### config.mk
export PLATFORM = sky130hd
export DESIGN_NAME = uart_tx_arb
export DESIGN_NICKNAME = d
export VERILOG_FILES = /design/src/rtl/uart_tx_arb.sv
export SDC_FILE = /design/constraint.sdc
export NUM_CORES = 1
export LEC_CHECK = 0
export ABC_AREA = 0
export CORE_ASPECT_RATIO = 0.7
export CORE_MARGIN = 1
export CORE_UTILIZATION = 32
export DETAILED_ROUTE_END_ITERATION = 8
export GPL_ROUTABILITY_DRIVEN = 0
export PLACE_DENSITY = 0.65
export SKIP_LAST_GASP = 1
export SYNTH_ARGS = -nofsm -noshare
export SYNTH_HDL_FRONTEND = slang
export SYNTH_SLANG_ARGS = --single-unit
### constraint.sdc
create_clock -name clk -period 2.8 [get_ports clk]
set_input_delay 0.56 -clock clk [delete_from_list [all_inputs] [get_ports clk]]
set_output_delay 0.56 -clock clk [all_outputs]
set_load 0.05 [all_outputs]
### src/rtl/uart_tx_arb.sv
// -----------------------------------------------------------------------------
// uart_tx_arb
//
// Round-robin arbiter and sequencer that shares one UART byte transmitter
// among N_REQ requesters. When the block is idle it grants the first
// requester at or after rr_ptr, latches that requester's byte, and runs the
// transmitter's start/done level handshake to completion. It then pulses
// req_ack for the winner and moves rr_ptr one past the winner, so a
// requester that keeps req high goes behind the others.
//
// Ports
//   clk       system clock
//   rst       asynchronous active-high reset
//   req       level request per requester            [N_REQ]
//   req_data  byte per requester, i at [8i+7:8i]     [8*N_REQ]
//   req_ack   one-cycle completion pulse to winner   [N_REQ]
//   req_err   one-cycle abort pulse with req_ack (timeout build only)
//   busy      high from grant until ack
//   grant_id  index of the current or last granted requester [ID_W]
//   tx_start  level start to the transmitter
//   tx_data   latched byte to the transmitter; stable while busy
//   tx_done   transmitter done level, synchronous to clk
//
// Build option
//   UART_TX_ARB_TIMEOUT_EN  when defined, a transaction that has not
//   finished TIMEOUT cycles after the grant is aborted. The abort drops
//   tx_start and pulses req_ack and req_err together. Without the macro,
//   req_err is tied low and the arbiter waits on tx_done indefinitely.
// -----------------------------------------------------------------------------
module uart_tx_arb #(
    parameter int N_REQ   = 4,
    parameter int ID_W    = 2,
    parameter int TIMEOUT = 200000,
    parameter int TO_W    = 18
) (
    input  logic               clk,
    input  logic               rst,
    input  logic [N_REQ-1:0]   req,
    input  logic [8*N_REQ-1:0] req_data,
    output logic [N_REQ-1:0]   req_ack,
    output logic               req_err,
    output logic               busy,
    output logic [ID_W-1:0]    grant_id,
    output logic               tx_start,
    output logic [7:0]         tx_data,
    input  logic               tx_done
);

    // Reject illegal parameter combinations at elaboration time.
    if (N_REQ < 2 || N_REQ > 8) begin : g_bad_n_req
        $error("uart_tx_arb: N_REQ must be in 2..8");
    end
    if ((1 << ID_W) < N_REQ) begin : g_bad_id_w
        $error("uart_tx_arb: ID_W too narrow for N_REQ");
    end
    if (TIMEOUT < 1 || (64'(1) << TO_W) <= 64'(TIMEOUT)) begin : g_bad_to_w
        $error("uart_tx_arb: need 1 <= TIMEOUT < 2**TO_W");
    end

    typedef enum logic [1:0] {
        IDLE,
        START,
        RELEASE
    } state_t;

    state_t            state;
    logic [ID_W-1:0]   rr_ptr;
    logic [ID_W-1:0]   next_ptr;

    // Round-robin select: rotate the request vector so that rr_ptr sits at
    // bit 0, take the lowest set bit, then add rr_ptr back modulo N_REQ.
    logic [2*N_REQ-1:0] req_dbl;
    logic [N_REQ-1:0]   req_rot;
    logic               sel_valid;
    logic [ID_W-1:0]    sel_off;
    logic [ID_W:0]      sel_sum;
    logic [ID_W-1:0]    sel_idx;

    assign req_dbl = {req, req};
    assign req_rot = N_REQ'(req_dbl >> rr_ptr);

    // NOTE: every signal assigned here gets a default first, so no path
    // leaves it unassigned and no latch is inferred.
    always_comb begin
        sel_valid = 1'b0;
        sel_off   = '0;
        // The loop runs downward, so the last hit it records is the lowest
        // offset from rr_ptr.
        for (int i = N_REQ - 1; i >= 0; i--) begin
            if (req_rot[i]) begin
                sel_valid = 1'b1;
                sel_off   = ID_W'(i);
            end
        end
        sel_sum = {1'b0, rr_ptr} + {1'b0, sel_off};
        if (sel_sum >= (ID_W+1)'(N_REQ)) begin
            sel_sum = sel_sum - (ID_W+1)'(N_REQ);
        end
        sel_idx = sel_sum[ID_W-1:0];
    end

    assign next_ptr = (grant_id == ID_W'(N_REQ - 1)) ? '0 : grant_id + 1'b1;

    // to_hit ends a transaction early. Outside the timeout build it is
    // constant low.
    logic to_hit;

`ifdef UART_TX_ARB_TIMEOUT_EN
    logic [TO_W-1:0] to_cnt;

    assign to_hit = (state != IDLE) && (to_cnt == TO_W'(TIMEOUT - 1));

    // The counter rests at zero in IDLE, so it reads zero on the first cycle
    // of START. It then counts through START and RELEASE.
    always_ff @(posedge clk or posedge rst) begin
        if (rst) begin
            to_cnt  <= '0;
            req_err <= 1'b0;
        end else begin
            req_err <= to_hit;
            if (state == IDLE || to_hit) begin
                to_cnt <= '0;
            end else begin
                to_cnt <= to_cnt + 1'b1;
            end
        end
    end
`else
    assign to_hit  = 1'b0;
    assign req_err = 1'b0;
`endif

    // A transaction ends when tx_done is seen low in RELEASE, or when the
    // timeout fires.
    logic txn_end;
    assign txn_end = to_hit || (state == RELEASE && !tx_done);

    // NOTE: all state and registered outputs use non-blocking assignment, so
    // every right-hand side reads the value from before this edge.
    always_ff @(posedge clk or posedge rst) begin
        if (rst) begin
            state    <= IDLE;
            rr_ptr   <= '0;
            grant_id <= '0;
            tx_data  <= '0;
            tx_start <= 1'b0;
            busy     <= 1'b0;
            req_ack  <= '0;
        end else begin
            req_ack <= '0;
            if (state != IDLE && txn_end) begin
                tx_start <= 1'b0;
                busy     <= 1'b0;
                req_ack  <= N_REQ'(1) << grant_id;
                rr_ptr   <= next_ptr;
                state    <= IDLE;
            end else begin
                case (state)
                    IDLE: begin
                        if (sel_valid) begin
                            grant_id <= sel_idx;
                            tx_data  <= 8'(req_data >> {sel_idx, 3'b000});
                            tx_start <= 1'b1;
                            busy     <= 1'b1;
                            state    <= START;
                        end
                    end
                    START: begin
                        // A done level that was already high in IDLE counts
                        // only once it is sampled here, after the grant edge.
                        if (tx_done) begin
                            tx_start <= 1'b0;
                            state    <= RELEASE;
                        end
                    end
                    RELEASE: begin
                        // Waiting for tx_done to drop. txn_end covers the exit.
                    end
                    default: state <= IDLE;
                endcase
            end
        end
    end

endmodule
==> results.py <==
metrics = {
    "status": {
        "status": "finished clean",
    },
    "cts": {
        "numClockSinks": 20,
        "clk_pin_slew_ns": 0.07,
        "clock_path_buffers": 2,
        "h-tree-depth": 1,
        "post-cts-setup-buffers": 0,
        "cts_root_buffer": "clkbuf_8",
        "clkLatencyLatePin_ns": 0.26,
        "cts_tree": "built",
        "cts_buffers": 3,
    },
    "setup_path": {
        "end_kind": "flip-flop",
        "worst-setup-path-type": "in -> reg",
        "max_stage_delay_ns": 0.46,
        "crit_chain": "clkdlybuf4s50_1 -> nor2_1 -> o21ai_0 -> o221ai_1 -> ha_2 -> xor2_1 -> buf_4 -> nand4_4 -> a221oi_2 -> o31ai_1",
        "crit_path_start_kind": "primary input",
        "worstPathRequired_ns": 2.93,
        "crit_fanout": 8,
        "cp_num_buf_inv": 2,
        "slowest_stage": "clkdlybuf4s50_1",
        "crit_path_start": "req[0]",
        "r2r-start": "rr_ptr[0]",
        "cpLargestDelayFamily": "compound AO/OA/AOI/OAI gates",
        "arrival_ns": 2.74,
    },
    "timing": {
        "setup_tns_ns": 0,
        "finClkSkew_ns": 0.001542,
        "min_period_over_period_pct": 93.21,
        "worst_slew_pin_slew_ns": 0.7699,
        "slew_violations": 0,
        "max_freq_ghz": 0.3832,
        "final.min_clock_period_ns": 2.610,
        "final_hold_viol_count": 0,
        "slew_headroom_pct": 48.61,
        "setup_viol": 0,
    },
    "min_path": {
        "min_path_type": "reg -> reg",
        "hold_path.startpoint": "tx_data[7]",
    },
    "pwr": {
        "p_comb_share_pct": 68.2,
        "seqPwrFrac_pct": 20.9,
        "cellPowerDensity_mw_per_mm2": 1201,
        "p_sw_share_pct": 48.52,
        "clock_power_share_pct": 10.9,
        "power.switching_mw": 1.281,
        "p_leak_nw": 0.8673,
        "peakVddDrop_v": 0.0007476,
        "total_power_mw": 2.641,
        "p_int_mw": 1.359,
    },
    "synthesis": {
        "synth-seq-area-share_pct": 36.60,
        "yosysTopAreaCellShare_pct": 36.60,
        "syn_area_sq_mm": 0.001368,
        "avgSynthCellArea_sq_um": 9.631,
        "synth_area_leaders": "dfrtp_1 37%, nor2b_1 8.2%, a2111oi_1 5.9%, a221oi_1 5.8%, ha_1 4.6%",
        "syn_inst": 142,
        "syn-num-nets": 186,
        "yosysTopAreaCell": "dfrtp_1",
        "synth_seq_cells": 20,
        "yosysUniqueCellTypes": 36,
        "ys_warn_count": 0,
    },
    "route": {
        "vias_per_cell": 5.180,
        "dr.pass1.iters": 4,
        "routed_wl_um": 3661,
        "post_drt_wl_per_cell_um": 14.36,
        "drc": 0,
        "vias": 1321,
        "antenna_left": 0,
        "drt_iter0_drc": 88,
    },
    "die": {
        "initial_utilization_pct": 34.04,
        "dieWidth_um": 80.14,
        "die_h_um": 56.70,
        "dieArea_sq_mm": 0.004543,
        "coreArea_sq_mm": 0.004018,
        "io-pin-count": 56,
        "rows": 19,
    },
    "final_layout": {
        "fin_util_pct": 54.72,
        "diodes": 0,
        "drive_above_1_share_pct": 19.21,
        "area_delta_synth_final_pct": 60.75,
        "fin_cells": 255,
        "fin_nets": 248,
    },
    "placement": {
        "io_buffers": 54,
        "placed_cells": 251,
        "dp_hpwl_um": 2741,
    },
    "global_routing": {
        "top_usage_layer": "met2",
        "grt_use_met1_pct": 23.54,
        "grt_max_degree": 34,
        "antenna_found_initial": 0,
        "grt-ovfl-total": 0,
        "met2_usage_pct": 27.84,
        "met3_usage_pct": 4.715,
        "grt_usage_pct": 17.45,
        "grt_first_pass_wirelength_um": 6037,
        "grt_pass1_vias": 1279,
    },
    "job": {
        "maxCapViolCount": 0,
    },
}
-- kinds of logic (layout without fill, tap and decap cells) --
kind of cell,after synthesis,count (layout),share of synthesized area (%)
compound gates,41,41,25.44
xor+xnor,3,3,1.922
fa+ha+maj,5,5,4.575
buf+inv,14,75,4.300
flops,20,20,36.60
mux,4,4,3.202
other cells,1,1,0.2742
simple gates,54,54,23.70
-- worst paths after layout --
check                                  end  slack [ns]  depth (start not counted)
worst min register to register  tx_data[7]        0.50                          2
worst max register to register  tx_data[0]        0.38                         10
min in group asynchronous       tx_data[6]        0.74                          2
worst max-delay path            tx_data[0]        0.19                         10
worst min-delay path            tx_data[7]        0.50                          2
max in group asynchronous       req_ack[3]        1.58                          2
-- registers in the layout (all words and copies together) (netlist names) --
name and cells:
tx_start 1, state 2, grant_id 2, busy 1, tx_data 8, rr_ptr 2
req_ack 4
-- timing repair --
item                       CTS  global route
hold buffers                 0             0
setup endpoints to repair    0             8
resized for setup            0            16
-- synthesized netlist by cell type, drive strengths merged --
master / count
nor3b: 2
a221oi: 9
and3b: 1
o31ai: 9
mux2i: 1
nor2: 7
o21a: 2
a211oi: 1
o22ai: 1
xnor2: 2
and2b: 1
o21ai: 6
conb: 1
or4: 1
nor4: 2
nor2b: 18
dfrtp: 20
and2: 4
mux2: 3
a2111oi: 8
inv: 5
nor3: 2
nand4: 1
a21oi: 2
o221ai: 2
nand2b: 2
ha: 5
nand2: 13
xor2: 1
buf: 3
a31oi: 1
clkbuf: 6
-- metal layers --
| metal | routed length (um) | vias up |
|---|---|---|
| li1 | - | 644 |
| met1 | 1645 | 621 |
| met2 | 1737 | 52 |
| met3 | 244 | 4 |
| met4 | 34 | 0 |
| met5 | 0 | - |
-- worst register-to-register path: cells and delay by family, from the launching register on --
family | cells | cell delay [ns]
xor+xnor | 1 | 0.14
simple gates | 1 | 0.17
buf+inv | 1 | 0.17
fa+ha+maj | 1 | 0.23
flops | 1 | 0.55
compound gates | 6 | 1.05
-- cell usage in the layout (no fill, tap or decap), drive strengths merged, types with 3 or more instances in the layout --
| cell type | count |
|---|---|
| a221oi | 9 |
| buf | 12 |
| dfrtp | 20 |
| and2 | 4 |
| mux2 | 3 |
| o21ai | 6 |
| nor2 | 7 |
| inv | 5 |
| ha | 5 |
| clkbuf | 3 |
| a2111oi | 8 |
| o31ai | 9 |
| clkdlybuf4s50 | 53 |
| nand2 | 13 |
| nor2b | 18 |
-- power by group through the flow --
| stage | clock network, mW | logic [mW] | registers (mW) |
|---|---|---|---|
| 2_1_floorplan | 0 | 0.867 | 0.790 |
| 3_3_place_gp | 0 | 1.59 | 0.545 |
| 3_5_place_dp | 0 | 1.62 | 0.552 |
| 4_1_cts | 0.293 | 1.62 | 0.551 |
| 5_1_grt | 0.304 | 1.95 | 0.578 |
| 6_report | 0.287 | 1.80 | 0.553 |
-- through the flow --
| stage | hold WS, ns | instance area [sq um] | worst slack, ns |
|---|---|---|---|
| after floorplan | 0.4889 | 1368 | 0.5635 |
| after global placement | 0.4615 | 2036 | -0.1104 |
| after detailed placement | 0.4704 | 2036 | -0.2105 |
| after CTS | 0.4931 | 2107 | 0.07327 |
| after global routing | 0.5237 | 2198 | -0.03083 |
| final | 0.4968 | 2198 | 0.1901 |
-- layout make-up --
class	count	area (sq um)
Clock buffer	3	41.29
Clock inverter	1	30.03
Fill cell	344	1819
Inverter	5	18.77
Multi-Input combinational cell	108	897.1
Sequential cell	20	500.5
Tap cell	52	65.06
Timing Repair Buffer	66	645.6
No activity file was read; power rests on OpenSTA's default activity.
==> patch 1, RTL diff (same flow settings) <==
Build with the macro `UART_TX_ARB_TIMEOUT_EN` defined.
--- a/src/rtl/uart_tx_arb.sv
+++ b/src/rtl/uart_tx_arb.sv
@@ -27,6 +27,8 @@
 //   tx_start and pulses req_ack and req_err together. Without the macro,
 //   req_err is tied low and the arbiter waits on tx_done indefinitely.
 // -----------------------------------------------------------------------------
+`define UART_TX_ARB_TIMEOUT_EN
+
 module uart_tx_arb #(
     parameter int N_REQ   = 4,
     parameter int ID_W    = 2,
Behaviour: no difference found for any inputs over 10 cycles, from zero or initial values and one cycle with rst high; that may be too few to reach the edited logic, so the function may still have changed.
==> patch 1 against the unedited design <==
Synthesized area grew 61%. Global-route usage shrank 2.6 points. Wire length grew 38%. Hold slack lost 0.016 ns. Cell count grew 51%. Design area grew 40%. Total power grew 19%. Worst setup slack lost 0.029 ns. Sequential cell count grew 19. Non-clock buffer count grew 2. Register-to-register slack gained 0.08 ns. Largest power group unchanged.
==> patch 1: results <==
[clocking]
cts_root_buf = clkbuf_8
cts_resized = 0
cts_setup_buffers = 0
clk_pin_slew_ns = 0.07
insertion_delay_ns = 0.29
cts.path.max_buffers = 2
cts_buffers = 5
htree_levels = 2

[placement]
place_worst_setup_slack_ns = -0.179
dpl.hpwl_um = 3710
portBuffers = 55
place_area_um2 = 2950

[global_route]
antenna_found_initial = 0
grt_pass1_vias = 1790
grt_max_degree = 40
grt_pass1_wl_um = 8300
grt.total_usage = 0.148

[detailed_routing]
wl_per_cell_um = 13.1
drt-pass1-iter-count = 4
vias = 1871
drtIter0Drc = 84

[synth]
ys_types = 41
netlist_area_um2 = 2200
async_reset_ff_frac = 1.00
ys_seq_area_frac = 0.443
synth_fp_nets = 274
synth_edf_count = 0
ys_warn_count = 0
synth_area_leaders = dfrtp_1, xor2_1, nor2_1
ys_top_cells_by_count = dfrtp_1, nor2_1, nor2b_1

[run_status]
outcome = completed

[power_and_ir_drop]
ir_drop_mv = 0.615
p_leak_nw = 1.29

[cells_and_area]
drive_gt1_frac = 0.115
largest-register = to_cnt
reg_top3 = to_cnt x18, tx_data x8, req_ack x4
nNetsFinal = 339
diodes = 0

[sta]
fin_skew_ns = 0.0142
maxSlewHeadroom = 0.653
slew_viol_final = 0

[worst_setup_path]
cp_max_fo = 8

[hold_path]
hold_class = register to register
-- patch 1: changes by cell type after synthesis, sizes merged, moves of 3 or more --
cell	unedited run	this run
and3	0	6
nor2	7	33
dfrtp	20	39
xor2	1	15
nand3	0	11
nand2	13	16
a21oi	2	5
-- patch 1: final cells by class --
| cell class | instances | area [um^2] |
|---|---|---|
| Clock buffer | 5 | 68.8 |
| Clock inverter | 3 | 43.8 |
| Fill cell | 632 | 3350 |
| Inverter | 5 | 18.8 |
| Multi-Input combinational cell | 175 | 1180 |
| Sequential cell | 39 | 976 |
| Tap cell | 91 | 114 |
| Timing Repair Buffer | 68 | 673 |
-- patch 1: final timing paths --
path / slack, ns / to / start / depth (start not counted)
setup / recovery: 0.16 / tx_data[1] / req[0] / 9
hold / removal: 0.48 / tx_data[1] / tx_data[1] / 2
setup reg to reg: 0.46 / tx_data[1] / rr_ptr[0] / 8
hold reg to reg: 0.48 / tx_data[1] / tx_data[1] / 2
max in group asynchronous: 1.75 / to_cnt[11] / rst / 3
min in group asynchronous: 0.70 / tx_data[0] / rst / 3
-- patch 1: cells by family after synthesis --
| kind of cell | Yosys count | share of synthesized area |
|---|---|---|
| multiplexers | 3 | 0.0153 |
| AND/OR/NAND/NOR | 103 | 0.249 |
| adder cells (fa/ha/maj) | 6 | 0.0341 |
| buffers and inverters | 15 | 0.0301 |
| flip-flops | 39 | 0.443 |
| AO/OA/AOI/OAI | 44 | 0.154 |
| XOR/XNOR | 19 | 0.0755 |
-- patch 1: metrics by stage --
step	cells	hold WS, ns
after floorplan	229	0.463
after global placement	378	0.468
after detailed placement	378	0.474
after CTS	386	0.490
after global routing	386	0.527
final	386	0.480
-- patch 1: critical path, stage by stage --
cell and delay, ns:
clkdlybuf4s50_1 0.58, nor2_1 0.10, a211oi_1 0.24, o21ai_1 0.10, ha_2 0.19, xnor2_1 0.35, o21ai_2 0.23, a221oi_1 0.33
o31ai_1 0.12
-- patch 1: routing by layer --
layer	vias up	wire, um	global-route usage	part of all wire
met1	839	2570	0.216	0.51
met4	0	51	0.0580	0.010
li1	949	-	-	-
met5	-	0	0	0
met2	78	2040	0.204	0.40
met3	5	379	0.0429	0.075
-- patch 1: power by group --
part	switching (mW)	internal (mW)	total (mW)	leakage, nW
logic	1.06	0.727	1.79	0.721
registers	0.154	0.713	0.867	0.508
clock network	0.207	0.265	0.472	0.0581
==> patch 2, RTL diff (config.mk and constraints unchanged) <==
Without the edit above. Re-encode `state_t` (3 states) as one-hot, 3 bits wide.
--- a/src/rtl/uart_tx_arb.sv
+++ b/src/rtl/uart_tx_arb.sv
@@ -57,10 +57,10 @@
         $error("uart_tx_arb: need 1 <= TIMEOUT < 2**TO_W");
     end
 
-    typedef enum logic [1:0] {
-        IDLE,
-        START,
-        RELEASE
+    typedef enum logic [2:0] {
+        IDLE    = 3'b001,
+        START   = 3'b010,
+        RELEASE = 3'b100
     } state_t;
 
     state_t            state;
Formal check against the unedited RTL: no difference found for any inputs over 10 cycles, from zero or initial values and one cycle with rst high; not proved beyond that.
==> patch 2 against the unedited design <==
Wire length grew 8.0%. Total power is 0.58% higher. Global-route usage fell by 1.2 points. Worst setup slack gained 0.023 ns. Sequential cell count rose by 1. Clock power shrank 28%. Design area grew 1.3%. Sequential power increased by 4.9%. Sequential share of layout area increased by 0.89 points. Cell count up 4.7%. Critical path depth is 2 higher. Synthesized area increased by 7.1%. Synthesized cell count rose by 6.3%. Utilization shrank 3.6 points. Critical path type is now register to register.
==> patch 2: results <==
[sta]
fin_skew_ns = 0.00200

[global_route]
use_met1 = 0.221
use_met3 = 0.0379
grt_pass1_wl_um = 6460
grt.total_usage = 0.163
use_met2 = 0.272

[worst_setup_path]
cp_max_fo = 12
critPathArrivalTime_ns = 2.76
critPathSlowestCell = dfrtp_1
cpPeakStageDelay_ns = 0.59

[placement]
place_area_um2 = 2100
place_worst_setup_slack_ns = -0.191
dpl.hpwl_um = 2900

[cells_and_area]
nNetsFinal = 257
reg_top3 = tx_data x8, req_ack x4, state x3
drive_gt1_frac = 0.179
synthToLayoutAreaGrowth_pct = 52.0
fill_cells = 409

[power_and_ir_drop]
ir_drop_mv = 0.649
p_leak_nw = 0.900

[run_status]
outcome = completed

[clocking]
htree_levels = 1
cts.path.max_buffers = 2
cts_buffers = 3

[synth]
synth_fp_nets = 195
ys_seq_area_frac = 0.360

[detailed_routing]
vias = 1377
drtIter0Drc = 126
patch 2: cell types whose count changed after synthesis, moves of 2 or more:
cell,before,now
o21ai_0,5,3
nand2b_1,2,4
nand2_1,13,11
a21oi_1,2,4
buf_6,0,2
patch 2: cell type report:
type	instances	share of cell area
sequential	21	0.237
timing repair buffer	68	0.301
tap	55	0.0309
inverter	6	0.0101
clock inverter	1	0.00337
clock buffer	3	0.0185
multi-input combinational	113	0.400
patch 2: final timing paths:
check                      startpoint          to  slack (ns)  depth (start not counted)
min reg2reg                tx_data[4]  tx_data[4]        0.49                          2
min in group asynchronous         rst    tx_start        0.76                          2
max reg2reg                 rr_ptr[0]  tx_data[6]        0.21                         12
max                         rr_ptr[0]  tx_data[6]        0.21                         12
min                        tx_data[4]  tx_data[4]        0.49                          2
max in group asynchronous         rst  tx_data[7]        1.53                          2
patch 2: cells by family (layout without fill, tap and decap cells):
family / after synthesis / in the layout / synth area share
simple gates: 57 / 57 / 0.241
compound gates: 43 / 43 / 0.249
mux: 4 / 4 / 0.0299
other cells: 1 / 1 / 0.00256
buf+inv: 17 / 78 / 0.0581
fa+ha+maj: 5 / 5 / 0.0427
flops: 21 / 21 / 0.360
xor+xnor: 3 / 3 / 0.0179
patch 2: layer usage:
metal	share of wire	wire length, um
met5	0	0
met4	0	0
met3	0.050	197
met2	0.48	1890
met1	0.47	1860
patch 2: where the power goes:
group	internal, mW	switching [mW]	leakage (nW)
sequential	0.431	0.148	0.258
clock	0.101	0.108	0.0217
combinational	0.819	1.05	0.620
patch 2: per-stage QoR:
| step | instances | setup TNS, ns |
|---|---|---|
| after floorplan | 151 | 0 |
| after global placement | 259 | -0.689 |
| after detailed placement | 259 | -1.18 |
| after CTS | 263 | 0 |
| after global routing | 267 | 0 |
| final | 267 | 0 |
patch 2: critical path, delay by kind of cell, from the launching register on:
kind | cells | cell delay (ns)
compound gates | 5 | 0.63
buf+inv | 3 | 0.45
simple gates | 2 | 0.49
xor+xnor | 1 | 0.12
flops | 1 | 0.59
fa+ha+maj | 1 | 0.21
patch 2: repair_timing:
item,in CTS,in global routing
endpoints found under the setup margin,0,9
resized for setup,0,16
endpoints found under the hold margin,0,0
buffers inserted,0,3
